**src/rtl/bias_loader.sv**
```systemverilog
`default_nettype none
// ============================================================================
//  Module      : bias_loader
//  Description : Streams NUM_BIAS sign-magnitude bias words from a valid/ready
//                source into a registered bias bank. Negative zero is folded
//                to +0 on write. The module flags completion once every entry
//                has been rewritten, so compute can start on a full bank.
//  Revision    : 1.0  initial release
// ============================================================================
module bias_loader #(
  parameter int NUM_BIAS = 64,
  parameter int DATA_W   = 16,
  parameter int IDX_W    = 6
) (
  input  logic              clk,
  input  logic              rst,
  input  logic              start,
  input  logic              s_valid,
  input  logic [DATA_W-1:0] s_data,
  output logic              s_ready,
  output logic [DATA_W-1:0] bias_mem [0:NUM_BIAS-1],
  output logic              busy,
  output logic              load_done
);

  typedef enum logic [1:0] {
    ST_IDLE = 2'd0,
    ST_LOAD = 2'd1,
    ST_DONE = 2'd2
  } state_t;

  localparam logic [IDX_W-1:0]  C_LAST_IDX = IDX_W'(NUM_BIAS - 1);
  localparam logic [DATA_W-1:0] C_NEG_ZERO = {1'b1, {(DATA_W-1){1'b0}}};

  state_t            r_state;
  state_t            w_state_nxt;
  logic [IDX_W-1:0]  r_count;
  logic [IDX_W-1:0]  w_count_nxt;
  logic              w_transfer;
  logic              w_wr_en;
  logic [DATA_W-1:0] w_wr_data;

  // A start cycle never takes a beat: the index is being rewound that cycle.
  assign s_ready    = (r_state == ST_LOAD) & ~start;
  assign w_transfer = s_valid & s_ready;

  // Negative zero collapses to +0; every other word passes through untouched.
  assign w_wr_data  = (s_data == C_NEG_ZERO) ? '0 : s_data;

  // Status flags decode the registered state directly.
  assign busy      = (r_state == ST_LOAD);
  assign load_done = (r_state == ST_DONE);

  // State and write-index registers; reset discards any partial load.
  always_ff @(posedge clk) begin
    if (rst) begin
      r_state <= ST_IDLE;
      r_count <= '0;
    end else begin
      r_state <= w_state_nxt;
      r_count <= w_count_nxt;
    end
  end

  // Next-state, next-index and write-enable decode.
  always_comb begin
    w_state_nxt = r_state;
    w_count_nxt = r_count;
    w_wr_en     = 1'b0;
    case (r_state)
      ST_IDLE: begin
        if (start) begin
          w_state_nxt = ST_LOAD;
          w_count_nxt = '0;
        end
      end
      ST_LOAD: begin
        if (start) begin
          // Restart: rewind to entry 0, untouched entries keep old contents.
          w_count_nxt = '0;
        end else if (w_transfer) begin
          w_wr_en = 1'b1;
          if (r_count == C_LAST_IDX) begin
            w_state_nxt = ST_DONE;
            w_count_nxt = '0;
          end else begin
            w_count_nxt = r_count + IDX_W'(1);
          end
        end
      end
      ST_DONE: begin
        if (start) begin
          w_state_nxt = ST_LOAD;
          w_count_nxt = '0;
        end
      end
      default: begin
        w_state_nxt = ST_IDLE;
        w_count_nxt = '0;
      end
    endcase
  end

  // Bias bank: cleared on reset, one entry written per accepted beat.
  always_ff @(posedge clk) begin
    if (rst) begin
      for (int i = 0; i < NUM_BIAS; i++) begin
        bias_mem[i] <= '0;
      end
    end else if (w_wr_en) begin
      bias_mem[r_count] <= w_wr_data;
    end
  end

endmodule
`default_nettype wire
```
**config.mk**
```make
export PLATFORM = sky130hd
export DESIGN_NAME = bias_loader
export DESIGN_NICKNAME = d
export VERILOG_FILES = /design/src/rtl/bias_loader.sv
export SDC_FILE = /design/constraint.sdc
export NUM_CORES = 2
export LEC_CHECK = 0
export BUFFER_PORTS_ARGS = -buffer_cell sky130_fd_sc_hd__buf_4
export CAP_MARGIN = 20
export CORE_AREA = 2 2 403 405
export CTS_CLUSTER_DIAMETER = 50
export CTS_CLUSTER_SIZE = 30
export DETAILED_ROUTE_END_ITERATION = 16
export DIE_AREA = 0 0 405 407
export SYNTH_ARGS = -nofsm -noshare
export SYNTH_HDL_FRONTEND = slang
export SYNTH_SLANG_ARGS = --single-unit
```
**constraint.sdc**
```tcl
create_clock -name clk -period 2.2 [get_ports clk]
set_input_delay 0.22 -clock clk [delete_from_list [all_inputs] [get_ports clk]]
set_output_delay 0.22 -clock clk [all_outputs]
set_load 0.01 [all_outputs]
```
==> results.cfg <==
[timing]
whs_ps = 104
finalSetupViolCount = 0
slew_violations = 0
min_period_ps = 2120
max_freq_ghz = 0.472
finalCritPeriodShare = 0.963
slew_headroom = 0.400
worstMarginPinSlew_ps = 898
hold_viol = 0
rsz0062_at_grt = no
tns_ps = 0
skew_ps = 67.5

[route]
viasPerCell = 5.26
num_vias = 36900
drt_iter0_drc = 3429
ant_nets = 0
wl_per_cell_um = 27.4
drcViolationCount = 0
routed_wl_mm = 192
dr.pass1.iters = 6

[die]
row_count = 147
initial_core_util = 0.245
pin_count = 1047
fp.dieArea_um2 = 165000
die_h_um = 407
dieWidth_um = 405
core_area_um2 = 160000

[setup_path]
crit_chain = buf_4 -> nor4bb_4 -> buf_4 -> nand2_1 -> o32ai_1
slowest_delay_ps = 470
startpoint_type = register
critPathArrivalTime_ps = 2750
worstSetupPathType = reg2reg
cp.required_ps = 2830
cpMaxStageDelayCell = dfxtp_1
timing.rr.start = r_count[0]
critPathCaptureType = register
r2r_cells = 5
crit_top_cell = buf_4
cp-startpoint = r_count[0]
worstPathMaxFanout = 8

[clock_network]
cts_tree = built
cts_max_path_buffers = 3
cts_max_level = 3
clock-root-buffer = clkbuf_16
clkSlewWorstSetupHoldPaths_ps = 80
cts_sinks = 1032
cts_buffers = 106
insertion_delay_ps = 730

[global_routing]
grt_pass1_wl_mm = 265
grt_start_max_net_pins = 99
grt_pass1_vias = 34700
grt_antenna_before_repair = 10
gr-total-overflow = 0
grt_util_all_layers = 0.220

[job]
maxCapViolCount = 0

[final_layout]
seqCellArea_um2 = 20700
nNetsFinal = 4779
layout-drive-gt1-share = 0.452
multiInputGateArea_um2 = 16600
fill_cells = 16200
finish.utilization = 0.345
syn2layout_area_growth_pct = 40.8

[run_status]
status = complete, no violations

[place]
hpwl_mm = 132
numPortBuffers = 1046
gp_congestion = 0.835

[yosys]
yosysWarnings = 0
syn_nets = 3892
avgSynthCellArea_um2 = 10.2
yosys.cell_types.count = 44
async_flop_share = 0
synth_flop_cell = dfxtp_1
ys_seq_area_frac = 0.526
syn-cell-area_um2 = 39300
synth_seq_cells = 1032
synth_edf_count = 0
synthCells = 3871

[min_path]
hold_path_startpoint = s_data[14]
hold_depth = 4
holdCritPathClass = in2reg

[power_and_ir_drop]
power_leakage_nw = 24.1
pwr_density_cell_nw_per_um2 = 737
ir_drop_v = 0.000703
-- layer usage --
metal / share of wire / up-vias / wire length [um] / global-route usage
met5: 0.00014 / - / 27 / 0
met4: 0.045 / 4 / 8740 / 0.102
met3: 0.076 / 370 / 14600 / 0.0496
met2: 0.46 / 1714 / 88300 / 0.350
met1: 0.42 / 18300 / 80700 / 0.283
li1: - / 16500 / - / -
-- cells in the final DEF (no fill, tap or decap), types with 8 or more instances in the layout --
master         count
bufinv_16         11
clkinv_8          18
dlygate4sd3_1     11
mux2i_1          334
inv_8             12
inv_6             16
buf_12            94
a31o_1            19
o32ai_1           46
o311ai_0          12
diode_2            9
clkbuf_16        107
nor3_1            49
o31ai_1           27
dfxtp_1         1029
clkinv_4           8
nand2b_4          15
nor4_1           633
nand3_1           47
nand3_2           20
nor2b_1           11
buf_4           1228
a31o_2           611
nand2_1          395
-- synthesized netlist by cell type, types with 2 or more instances --
| cell type | number | area [um2] |
|---|---|---|
| o21ai_0 | 2 | 10.0 |
| buf_2 | 102 | 510 |
| a21boi_0 | 2 | 15.0 |
| inv_1 | 2 | 7.51 |
| nor3b_1 | 4 | 30.0 |
| o21a_1 | 2 | 15.0 |
| mux2i_1 | 334 | 3340 |
| clkbuf_1 | 412 | 1550 |
| or3_1 | 2 | 12.5 |
| nand3_1 | 49 | 245 |
| buf_1 | 25 | 93.8 |
| a211oi_1 | 2 | 15.0 |
| nand2b_1 | 21 | 131 |
| or3b_2 | 5 | 43.8 |
| nand3b_1 | 5 | 37.5 |
| buf_4 | 16 | 120 |
| o311ai_0 | 12 | 105 |
| nand4bb_1 | 3 | 33.8 |
| a31o_2 | 611 | 5350 |
| nand2_1 | 395 | 1480 |
| nand3_2 | 20 | 200 |
| a31o_1 | 19 | 166 |
| and3_1 | 2 | 12.5 |
| nor4_1 | 633 | 3960 |
| dfxtp_1 | 1032 | 20700 |
| o32ai_1 | 46 | 403 |
| a21oi_1 | 3 | 15.0 |
| and3b_1 | 5 | 43.8 |
| nor3_4 | 2 | 32.5 |
| nor3_1 | 49 | 245 |
| nor2_1 | 3 | 11.3 |
| o31ai_1 | 27 | 203 |
| nor2b_1 | 11 | 68.8 |
| nor4bb_1 | 3 | 30.0 |
-- logic make-up after synthesis --
logic type	after synthesis	share of synthesized area
adder cells (fa/ha/maj)	1	0.000318
multiplexers	334	0.0851
flip-flops	1032	0.526
buffers and inverters	558	0.0581
AND/OR/NAND/NOR	1219	0.170
AO/OA/AOI/OAI	727	0.160
-- power by group --
| part | total [W] | internal, W | switching (W) |
|---|---|---|---|
| sequential | 0.0187 | 0.0187 | 0.0000137 |
| combinational | 0.00168 | 0.000427 | 0.00126 |
| clock | 0.0204 | 0.0111 | 0.00934 |
-- through the flow --
step                instance area [um2]  setup WS, ps  cells  power (W)
detailed placement                51100          48.7   6798     0.0208
finish                            55300          81.9   7020     0.0408
floorplan                         39300           407   3871     0.0198
global placement                  51100           136   6798     0.0208
global route                      55300         0.139   7014     0.0419
CTS                               55300          6.35   7010     0.0411
-- flip-flops by register name, summed over array words and instances (netlist names) --
register and flops:
bias_mem 1024, r_count 6, r_state 2
-- worst max-delay path: cells and delay by family (launching register included) --
kind | cells | cell delay (ps)
simple gates | 2 | 670
compound gates | 1 | 420
buf+inv | 2 | 440
flops | 1 | 470
-- cell type report --
type                    count  area share
diodes                      9    0.000407
clock buffers             119      0.0503
clock inverters            82      0.0230
inverters                   3    0.000339
multi-input cells        2281       0.301
flip-flops and latches   1032       0.374
well taps                2160      0.0488
repair buffers           1334       0.203
-- final timing paths --
kind	end	slack [ps]
worst min register to register	bias_mem[579]	460
worst min-delay path	bias_mem[94]	100
worst max-delay path	bias_mem[303]	80
worst max register to register	bias_mem[303]	80
-- timing repair --
| item | 4_1_cts | 5_1_grt |
|---|---|---|
| resized for setup | 2 | 5 |
| hold endpoints to repair | 59 | 0 |
| setup endpoints to repair | 3 | 29 |
| buffers inserted | 0 | 1 |
| hold buffers | 11 | 0 |
Power figures use the tool's default switching activity.
